## config.mk

```make
export PLATFORM = sky130hd
export DESIGN_NAME = io_bridge_arb
export DESIGN_NICKNAME = d
export VERILOG_FILES = /design/src/rtl/io_bridge_arb.sv
export SDC_FILE = /design/constraint.sdc
export NUM_CORES = 1
export LEC_CHECK = 0
export ABC_CLOCK_PERIOD_IN_PS = 2500
export CAP_MARGIN = 15
export CORE_ASPECT_RATIO = 1.4
export CORE_UTILIZATION = 43
export CTS_BUF_LIST = sky130_fd_sc_hd__clkbuf_4
export CTS_CLUSTER_SIZE = 25
export DETAILED_ROUTE_END_ITERATION = 8
export HOLD_SLACK_MARGIN = 0.08
export PLACE_DENSITY = 0.91
export SYNTH_ARGS = -nofsm -noshare
export SYNTH_HDL_FRONTEND = slang
export SYNTH_SLANG_ARGS = --single-unit
```

## constraint.sdc

```tcl
create_clock -name clk_i -period 2.5 [get_ports clk_i]
set_input_delay 0.5 -clock clk_i [delete_from_list [all_inputs] [get_ports clk_i]]
set_output_delay 0.5 -clock clk_i [all_outputs]
set_load 0.05 [all_outputs]
```

## src/rtl/io_bridge_arb.sv

```systemverilog
// io_bridge_arb: multi-port Wishbone-classic bridge onto the I/O device tree.
// Filters requests against an address window, arbitrates round-robin, drives
// one registered master port and returns an error if the device never answers.
module io_bridge_arb #(
  parameter int unsigned NMST    = 2,
  parameter int unsigned DW      = 32,
  parameter int unsigned AW      = 32,
  parameter logic [31:0] IO_BASE = 32'hFD000000,
  parameter logic [31:0] IO_MASK = 32'hFF000000,
  parameter int unsigned TMO     = 255
) (
  input  logic                   clk_i,
  input  logic                   rst_ni,
  input  logic                   gate_en_i,
  input  logic [NMST-1:0]        s_cyc_i,
  input  logic [NMST-1:0]        s_stb_i,
  input  logic [NMST-1:0]        s_we_i,
  input  logic [NMST*DW/8-1:0]   s_sel_i,
  input  logic [NMST*AW-1:0]     s_adr_i,
  input  logic [NMST*DW-1:0]     s_dat_i,
  output logic [NMST-1:0]        s_ack_o,
  output logic [NMST-1:0]        s_err_o,
  output logic [NMST*DW-1:0]     s_dat_o,
  output logic                   m_cyc_o,
  output logic                   m_stb_o,
  output logic                   m_we_o,
  output logic [DW/8-1:0]        m_sel_o,
  output logic [AW-1:0]          m_adr_o,
  output logic [DW-1:0]          m_dat_o,
  input  logic                   m_ack_i,
  input  logic                   m_err_i,
  input  logic [DW-1:0]          m_dat_i,
  output logic                   busy_o
);

  localparam int unsigned SW  = DW / 8;
  localparam int unsigned PW  = (NMST > 1) ? $clog2(NMST) : 1;
  localparam int unsigned PW1 = PW + 1;
  localparam int unsigned TW  = (TMO > 0) ? $clog2(TMO + 1) : 1;

  localparam logic [AW-1:0]  BASE_W   = AW'(IO_BASE);
  localparam logic [AW-1:0]  MASK_W   = AW'(IO_MASK);
  localparam logic [PW-1:0]  LAST_P   = PW'(NMST - 1);
  localparam logic [TW-1:0]  TMO_LAST = TW'(TMO - 1);

  typedef enum logic [1:0] {
    IDLE      = 2'd0,
    WAIT_ACK  = 2'd1,
    WAIT_NACK = 2'd2
  } state_t;

  state_t          state_q, state_d;
  logic [PW-1:0]   g_q, g_d, rr_q, rr_d, pick, ld_port, g_inc;
  logic [PW1-1:0]  cand;
  logic [TW-1:0]   tmo_q, tmo_d;
  logic            hold_q, hold_d;
  logic [NMST-1:0] req;
  logic            pick_vld, grant_ok, tmo_hit;
  logic            g_cyc, g_stb, g_req;
  logic            ld_we;
  logic [SW-1:0]   ld_sel;
  logic [AW-1:0]   ld_adr;
  logic [DW-1:0]   ld_dat;

  logic            load, bus_clr, rsp_set, rsp_ack;
  logic [DW-1:0]   rsp_dat;
  logic            m_cyc_d, m_stb_d, m_we_d;
  logic [SW-1:0]   m_sel_d;
  logic [AW-1:0]   m_adr_d;
  logic [DW-1:0]   m_dat_d;
  logic [NMST-1:0] s_ack_d, s_err_d;
  logic [NMST*DW-1:0] s_dat_d;
  logic            busy_d;

  // Per-port request: active cycle+strobe whose address falls in the I/O window
  always_comb begin
    req = '0;
    for (int p = 0; p < NMST; p++) begin
      req[p] = s_cyc_i[p] & s_stb_i[p] &
               ((s_adr_i[p*AW +: AW] & MASK_W) == BASE_W);
    end
  end

  // Round-robin search: first requesting port at or after rr_q, wrapping
  always_comb begin
    pick_vld = 1'b0;
    pick     = '0;
    cand     = '0;
    for (int i = NMST - 1; i >= 0; i--) begin
      cand = {1'b0, rr_q} + PW1'(i);
      if (cand >= PW1'(NMST)) cand = cand - PW1'(NMST);
      if ((req & (NMST'(1) << cand)) != '0) begin
        pick_vld = 1'b1;
        pick     = cand[PW-1:0];
      end
    end
  end

  assign ld_port  = (state_q == IDLE) ? pick : g_q;
  assign g_inc    = (g_q == LAST_P) ? '0 : g_q + PW'(1);
  assign grant_ok = gate_en_i & ~m_ack_i & pick_vld;
  assign tmo_hit  = (TMO != 0) && (tmo_q == TMO_LAST);

  // Select the granted port's handshake and the fields to load onto the bus
  always_comb begin
    g_cyc  = 1'b0;
    g_stb  = 1'b0;
    g_req  = 1'b0;
    ld_we  = 1'b0;
    ld_sel = '0;
    ld_adr = '0;
    ld_dat = '0;
    for (int p = 0; p < NMST; p++) begin
      if (PW'(p) == g_q) begin
        g_cyc = s_cyc_i[p];
        g_stb = s_stb_i[p];
        g_req = req[p];
      end
      if (PW'(p) == ld_port) begin
        ld_we  = s_we_i[p];
        ld_sel = s_sel_i[p*SW +: SW];
        ld_adr = s_adr_i[p*AW +: AW];
        ld_dat = s_dat_i[p*DW +: DW];
      end
    end
  end

  // State register
  always_ff @(posedge clk_i or negedge rst_ni) begin
    if (!rst_ni) state_q <= IDLE;
    else         state_q <= state_d;
  end

  // Next-state logic; a port still holding cyc after its stb handshake keeps
  // the bridge locked in WAIT_NACK so its follow-up access is not interleaved
  always_comb begin
    state_d = state_q;
    unique case (state_q)
      IDLE: begin
        if (grant_ok) state_d = WAIT_ACK;
      end
      WAIT_ACK: begin
        if (m_ack_i || m_err_i || tmo_hit) state_d = WAIT_NACK;
        else if (!g_cyc)                   state_d = IDLE;
      end
      WAIT_NACK: begin
        if (hold_q) begin
          if (!g_stb && !g_cyc) state_d = IDLE;
        end else if (g_req) begin
          state_d = WAIT_ACK;
        end else if (!g_cyc) begin
          state_d = IDLE;
        end
      end
      default: state_d = IDLE;
    endcase
  end

  // Next values of the datapath and of every registered output
  always_comb begin
    g_d     = g_q;
    rr_d    = rr_q;
    tmo_d   = tmo_q;
    hold_d  = hold_q;
    m_cyc_d = m_cyc_o;
    m_stb_d = m_stb_o;
    m_we_d  = m_we_o;
    m_sel_d = m_sel_o;
    m_adr_d = m_adr_o;
    m_dat_d = m_dat_o;
    s_ack_d = s_ack_o;
    s_err_d = s_err_o;
    s_dat_d = s_dat_o;
    busy_d  = (state_d != IDLE);
    load    = 1'b0;
    bus_clr = 1'b0;
    rsp_set = 1'b0;
    rsp_ack = 1'b0;
    rsp_dat = '0;

    unique case (state_q)
      IDLE: begin
        if (grant_ok) begin
          g_d  = pick;
          load = 1'b1;
        end
      end
      WAIT_ACK: begin
        tmo_d = tmo_q + TW'(1);
        if (m_ack_i) begin
          bus_clr = 1'b1;
          rsp_set = 1'b1;
          rsp_ack = 1'b1;
          rsp_dat = m_we_o ? m_dat_o : m_dat_i;
        end else if (m_err_i || tmo_hit) begin
          bus_clr = 1'b1;
          rsp_set = 1'b1;
        end else if (!g_cyc) begin
          bus_clr = 1'b1;
          rr_d    = g_inc;
        end
      end
      WAIT_NACK: begin
        if (hold_q) begin
          if (!g_stb) begin
            s_ack_d = '0;
            s_err_d = '0;
            s_dat_d = '0;
            hold_d  = 1'b0;
            rr_d    = g_inc;
          end
        end else if (g_req) begin
          load = 1'b1;
        end
      end
      default: ;
    endcase

    if (load) begin
      m_cyc_d = 1'b1;
      m_stb_d = 1'b1;
      m_we_d  = ld_we;
      m_sel_d = ld_sel;
      m_adr_d = ld_adr;
      m_dat_d = ld_dat;
      tmo_d   = '0;
    end

    if (bus_clr) begin
      m_cyc_d = 1'b0;
      m_stb_d = 1'b0;
      m_we_d  = 1'b0;
      m_sel_d = '0;
      m_adr_d = '0;
      m_dat_d = '0;
    end

    if (rsp_set) begin
      hold_d  = 1'b1;
      s_ack_d = '0;
      s_err_d = '0;
      s_dat_d = '0;
      for (int p = 0; p < NMST; p++) begin
        if (PW'(p) == g_q) begin
          s_ack_d[p]           = rsp_ack;
          s_err_d[p]           = ~rsp_ack;
          s_dat_d[p*DW +: DW]  = rsp_dat;
        end
      end
    end
  end

  // Datapath and output registers
  always_ff @(posedge clk_i or negedge rst_ni) begin
    if (!rst_ni) begin
      g_q     <= '0;
      rr_q    <= '0;
      tmo_q   <= '0;
      hold_q  <= 1'b0;
      m_cyc_o <= 1'b0;
      m_stb_o <= 1'b0;
      m_we_o  <= 1'b0;
      m_sel_o <= '0;
      m_adr_o <= '0;
      m_dat_o <= '0;
      s_ack_o <= '0;
      s_err_o <= '0;
      s_dat_o <= '0;
      busy_o  <= 1'b0;
    end else begin
      g_q     <= g_d;
      rr_q    <= rr_d;
      tmo_q   <= tmo_d;
      hold_q  <= hold_d;
      m_cyc_o <= m_cyc_d;
      m_stb_o <= m_stb_d;
      m_we_o  <= m_we_d;
      m_sel_o <= m_sel_d;
      m_adr_o <= m_adr_d;
      m_dat_o <= m_dat_d;
      s_ack_o <= s_ack_d;
      s_err_o <= s_err_d;
      s_dat_o <= s_dat_d;
      busy_o  <= busy_d;
    end
  end

endmodule

```

## Word level (Yosys, flattened, before mapping)

Index checks and enable logic that the tools add are counted.

| word-level totals | value |
|---|---|
| logic and storage cells | 137 |
| output and inout port bits | 140 |
| memories kept | 0 |
| bits in registers | 152 |
| bits in writable memories | 0 |
| bits in latches | 0 |
| memory bits (read-only) | 0 |

| operators by class | value |
|---|---|
| magnitude comparators | 2 |
| mux-type cells | 75 |
| bitwise logic cells | 10 |
| div/mod/pow operators | 0 |
| shifts and indexed selects | 2 |
| add/subtract/negate cells | 5 |
| multiply operators | 0 |
| reduce and logical (&&, ||, !) cells | 18 |
| equal/unequal tests | 11 |

Operator list:

| cell | count |
|---|---|
| $mux W32 | 11 |
| $mux W64 | 4 |
| $mux W1 | 39 |
| $mux W2 | 13 |
| $eq A8 B8 Y1 const B | 3 |
| $mux W8 | 2 |
| $reduce_bool A2 Y1 | 8 |
| $mux W4 | 3 |
| $ne A2 B2 Y1 const B | 5 |
| $add A8 B1 Y8 const B | 1 |
| $and A1 B1 Y1 | 6 |
| $pmux W2 S3 | 1 |
| $reduce_and A6 Y1 | 1 |
| $and A2 B2 Y2 | 2 |
| $pmux W1 S2 | 2 |
| $shl A1 B2 Y2 const A | 2 |
| $logic_or A1 B1 Y1 | 3 |
| $reduce_and A3 Y1 | 1 |
| $add A1 B1 Y2 const B | 1 |
| $eq A2 B1 Y1 const B | 1 |
| $eq A2 B2 Y1 const B | 1 |
| $ge A1 B2 Y1 const B | 1 |
| $ge A2 B2 Y1 const B | 1 |
| $logic_not A1 Y1 | 2 |
| other kinds (8) | 9 |

## Depth between registers and ports, before layout

| depth | value |
|---|---|
| depth in word-level cells | 13 |
| depth in mapped cells | 9 |
| depth with buffers taken out | 7 |

## Least setup slack after synthesis

OpenSTA, ideal clock, no wires.

| timing path | value |
|---|---|
| path type | input port to flip-flop |
| start | input m_ack_i |
| end | register tmo_q[1] |
| path buffers | 2 |
| cell stages on the path | 6 |
| slack | 0.319 ns |
| arrival | 2.053 ns |
| cell sequence | or4b_1 -> a2111oi_2 -> a2bb2oi_2 -> buf_6 -> buf_2 -> o22ai_1 |

| on the way | value |
|---|---|
| word-level cells in the longest chain between the ends | 6 |
| elaborated cells between the ends (all ways) | 7 |

Ends and longest elaborated chain:

| element | RTL line | RTL |
|---|---|---|
| start, declared | 30 | `input logic m_ack_i,` |
| $not A1 Y1 (*) | 101 | `assign grant_ok = gate_en_i & ~m_ack_i & pick_vld;` |
| $and A1 B1 Y1 (*) (2 in series) | 101 |  |
| $mux W1 (*) | 183 | `if (grant_ok) begin` |
| $pmux W1 S2 (*) | 181 | `unique case (state_q)` |
| $mux W8 or $reduce_bool A2 Y1 (tied branches) | - |  |
| end signal, assigned | 273 | `tmo_q <= tmo_d;` |
| end, declared | 55 | `logic [TW-1:0] tmo_q, tmo_d;` |

Mark *: on every way between the ends. The rest lies on a longest branch, timed or not.
A chain may end at the register's enable or synchronous reset.

## Worst setup path in the final report

| timing path | value |
|---|---|
| start | register state_q[0] |
| end | register m_dat_o[31] |

| on the way | value |
|---|---|
| word-level cells in the longest chain between the ends | 5 |
| elaborated cells between the ends (all ways) | 10 |

Ends and longest elaborated chain:

| element | RTL line | RTL |
|---|---|---|
| start, declared | 52 | `state_t state_q, state_d;` |
| start signal, assigned | 131 | `else state_q <= state_d;` |
| $logic_not A2 Y1 | 99, 181 |  |
| $mux W1 | 99 | `assign ld_port = (state_q == IDLE) ? pick : g_q;` |
| $mux W32 | 119 | `if (PW'(p) == ld_port) begin` |
| $mux W32 | 219 | `if (load) begin` |
| $mux W32 | 229 | `if (bus_clr) begin` |
| end signal, assigned | 280 | `m_dat_o <= m_dat_d;` |
| end, declared | 29 | `output logic [DW-1:0] m_dat_o,` |

Parallel ways exist; a longest one is shown, timed or not. The select of a mux whose other input is x is not followed.

==> out/qor.tcl <==
set qor(run_status) {complete, no violations}
set qor(netlist_top_cells_area) {sky130_fd_sc_hd__dfrtp_1, sky130_fd_sc_hd__mux2i_1, sky130_fd_sc_hd__o21ai_0, sky130_fd_sc_hd__a21oi_1, sky130_fd_sc_hd__nand2_1}
set qor(die-height_um) 151
set qor(maximum_fanout_along_the_worst_path) 33
set qor(final_min_period_over_clock_period_pct) 97.5
set qor(dominantRegCellSynth) {sky130_fd_sc_hd__dfrtp_1}
set qor(grt_first_pass_wirelength_um) 32400
set qor(drt.antenna.violating_nets) 0
set qor(post_route_cells_drive_above_1_share_pct) 8.48
set qor(htree_num_levels) 4
set qor(multi_input_comb_area_sq_mm) 0.00281
set qor(clock_insertion_delay_worst_skew_ns) 0.53
set qor(grt_pass1_vias) 6539
set qor(arrival_ns) 2.89
set qor(cts_tree) {built}
set qor(cts-root-buf) {sky130_fd_sc_hd__clkbuf_4}
set qor(drc) 0
set qor(layout.area.seq_sq_mm) 0.00381
set qor(gpl.final_weighted_congestion) 0.878
set qor(dp_worst_setup_slack_ns) -0.405
set qor(detail_route.wirelength_um) 21900
set qor(synth_common_cells) {sky130_fd_sc_hd__dfrtp_1, sky130_fd_sc_hd__o21ai_0, sky130_fd_sc_hd__mux2i_1}
set qor(start_util_pct) 43.8
set qor(syn_nets) 828
set qor(synthDistinctLibCells) 48
set qor(top_level_ports) 319
set qor(die_area_sq_mm) 0.0163
set qor(total_power_uw) 4650
set qor(irDropWorstVdd_mv) 0.244
set qor(whs_ns) 0.481
set qor(cap_violations) 0
set qor(synth.ff_latch_count) 152
set qor(synth_to_final_area_change_pct) 58.6
set qor(global_route.usage.total_pct) 26.0
set qor(finalInstanceArea_sq_mm) 0.0108
set qor(timing.final.hold_violations) 0
set qor(clock_skew_ns) 0.0316
set qor(gr-max-usage-layer) {met2}
set qor(clock_transition_at_the_register_clock_pins_on_the_worst_setup_and_hold_paths_after_cts_ns) 0.15
set qor(detailed_place.area_sq_mm) 0.0104
set qor(worst_pin_slew_ns) 0.572
set qor(drt_pre_antenna_iters) 5
set qor(timing.max_slew.rel_slack_pct) 61.7
set qor(routed_length_per_placed_instance_um) 18.5
set qor(placementRows) 54
set qor(synth_cells) 647
set qor(grtUsageMet3_pct) 6.41
set qor(min_path_type) {in -> async}
set qor(final_hpwl_from_detailed_placement_um) 15800
set qor(total_overflow_reported_by_the_global_router) 0
set qor(yosysTopAreaCell) {sky130_fd_sc_hd__dfrtp_1}
set qor(final.fill_count) 1141
set qor(yosysTopAreaCellShare_pct) 55.9
set qor(synth_warnings) 0
set qor(finish.net_count) 1158
set qor(antenna_found_initial) 1
set qor(register_area_share_after_synthesis_pct) 55.9
set qor(shortest_period_the_worst_path_allows_ns) 2.44
set qor(power_per_unit_of_standard_cell_area_mw_per_mm2) 431
set qor(timing.final.setup_violations) 0
set qor(yosys.cell_count.top_type) {sky130_fd_sc_hd__dfrtp_1}
set qor(cts.sink_count) 152
set qor(detail_route.iter0.violations) 299
set qor(cts-buffers-inserted) 17
set qor(clock_tree.buffer_depth) 2
set qor(synth_enable_flop_cells) 0
set qor(gr-usage-met2_pct) 47.4
set qor(timing.critical_path.required_ns) 2.95
set qor(cp_endpoint_kind) {register}
set qor(power.leakage_uw) 0.00447
set qor(avgViaCountPerCell) 5.45
set qor(grt_start_max_net_pins) 71
set qor(vias) 6475
set qor(final_slew_viol_count) 0
set qor(post_synth.cell_area_avg_sq_um) 10.5
set qor(start_kind) {register}
set qor(setup_slack_ns) 0.0613
set qor(grt_use_met1_pct) 28.4
set qor(clock.fmax_mhz) 410
set qor(placement.io_buffers) 318
set qor(synthArstFlopShare_pct) 100
set qor(placeableCoreArea_sq_mm) 0.0155
set qor(fp.dieW_um) 108
set qor(critPathKind) {reg -> reg}
set qor(mappedNetlistArea_sq_mm) 0.00681
-- placed cells by master, fill, tap and decap left out, types with 5 or more instances in the layout --
cell type | netlist | layout
sky130_fd_sc_hd__o21ai_1 | 25 | 24
sky130_fd_sc_hd__dfrtp_1 | 152 | 150
sky130_fd_sc_hd__mux2i_1 | 96 | 96
sky130_fd_sc_hd__clkdlybuf4s50_1 | 0 | 316
sky130_fd_sc_hd__buf_12 | 0 | 8
sky130_fd_sc_hd__buf_4 | 3 | 33
sky130_fd_sc_hd__nand3_1 | 5 | 5
sky130_fd_sc_hd__inv_6 | 0 | 5
sky130_fd_sc_hd__nand2_1 | 78 | 78
sky130_fd_sc_hd__o21ai_0 | 107 | 107
sky130_fd_sc_hd__clkbuf_4 | 0 | 17
sky130_fd_sc_hd__a21oi_1 | 71 | 71
sky130_fd_sc_hd__o21a_1 | 8 | 8
sky130_fd_sc_hd__nor2_1 | 7 | 7
-- cell families (layout without fill, tap and decap cells) --
| group | count (synthesis) | after routing | synth area share, % |
|---|---|---|---|
| compound gates | 225 | 225 | 17.7 |
| xor+xnor | 3 | 3 | 0.386 |
| fa+ha+maj | 2 | 2 | 0.368 |
| buf+inv | 53 | 396 | 3.77 |
| flops | 152 | 152 | 55.9 |
| mux | 97 | 97 | 14.3 |
| other cells | 0 | 1 | 0 |
| simple gates | 115 | 115 | 7.61 |
-- power breakdown --
| part | switching [uW] | internal, uW | total (uW) | leakage, uW |
|---|---|---|---|---|
| clock | 953 | 517 | 1470 | 0.000143 |
| combinational | 292 | 365 | 657 | 0.00226 |
| sequential | 29.0 | 2490 | 2520 | 0.00207 |
| total | 1270 | 3380 | 4650 | 0.00447 |
-- metal layers --
| metal | up-vias | wire, um |
|---|---|---|
| met3 | 50 | 1570 |
| li1 | 2960 | - |
| met5 | - | 0 |
| met4 | 0 | 772 |
| met2 | 329 | 11600 |
| met1 | 3136 | 8020 |
-- metrics by stage --
| step | util (%) | instances | setup TNS [ns] |
|---|---|---|---|
| floorplan | - | 647 | 0 |
| global placement | 67.0 | 1148 | -20.27 |
| detailed placement | 67.0 | 1148 | -25.07 |
| CTS | 68.8 | 1181 | 0 |
| global route | 69.4 | 1187 | -0.204 |
| finish | 69.4 | 1187 | 0 |
-- flip-flops by register name, summed over array words and instances, names as in the netlist, 2 cells and up --
register,cells
m_adr_o,32
s_dat_o,64
tmo_q,8
s_ack_o,2
state_q,2
s_err_o,2
m_sel_o,4
m_dat_o,32
-- cell type report --
type | count | area share, %
antenna | 1 | 0.0232
clock buffer | 17 | 1.18
clock inverter | 15 | 1.31
inverter | 2 | 0.0696
multi-input combinational | 442 | 26.0
sequential | 152 | 35.3
tap | 196 | 2.27
timing repair buffer | 362 | 33.9
-- timing repair --
item / in CTS / in global routing
setup endpoints to repair: 0 / 34
gates resized for setup: 0 / 3
setup buffers: 0 / 3
hold buffers: 1 / 0
hold endpoints to repair: 54 / 0
-- path summary, 6_finish.rpt --
kind | from | endpoint | slack, ns | depth (start not counted)
max | state_q[0] | m_dat_o[31] | 0.06 | 7
min | rst_ni | m_sel_o[3] | 0.48 | 2
max reg2reg | state_q[0] | m_dat_o[31] | 0.06 | 7
min reg2reg | s_dat_o[27] | s_dat_o[27] | 0.49 | 2
max in group asynchronous | rst_ni | m_dat_o[15] | 1.34 | 3
min in group clk_i | s_dat_o[27] | s_dat_o[27] | 0.49 | 2
-- critical path: stages (launching register included) --
cell	delay [ns]
sky130_fd_sc_hd__dfrtp_2	0.48
sky130_fd_sc_hd__or3b_1	0.44
sky130_fd_sc_hd__or4_1	0.60
sky130_fd_sc_hd__a2bb2oi_4	0.23
sky130_fd_sc_hd__buf_12	0.14
sky130_fd_sc_hd__buf_6	0.23
sky130_fd_sc_hd__o21ai_1	0.09
sky130_fd_sc_hd__a21oi_1	0.15
No activity file was read; power rests on OpenSTA's default activity.
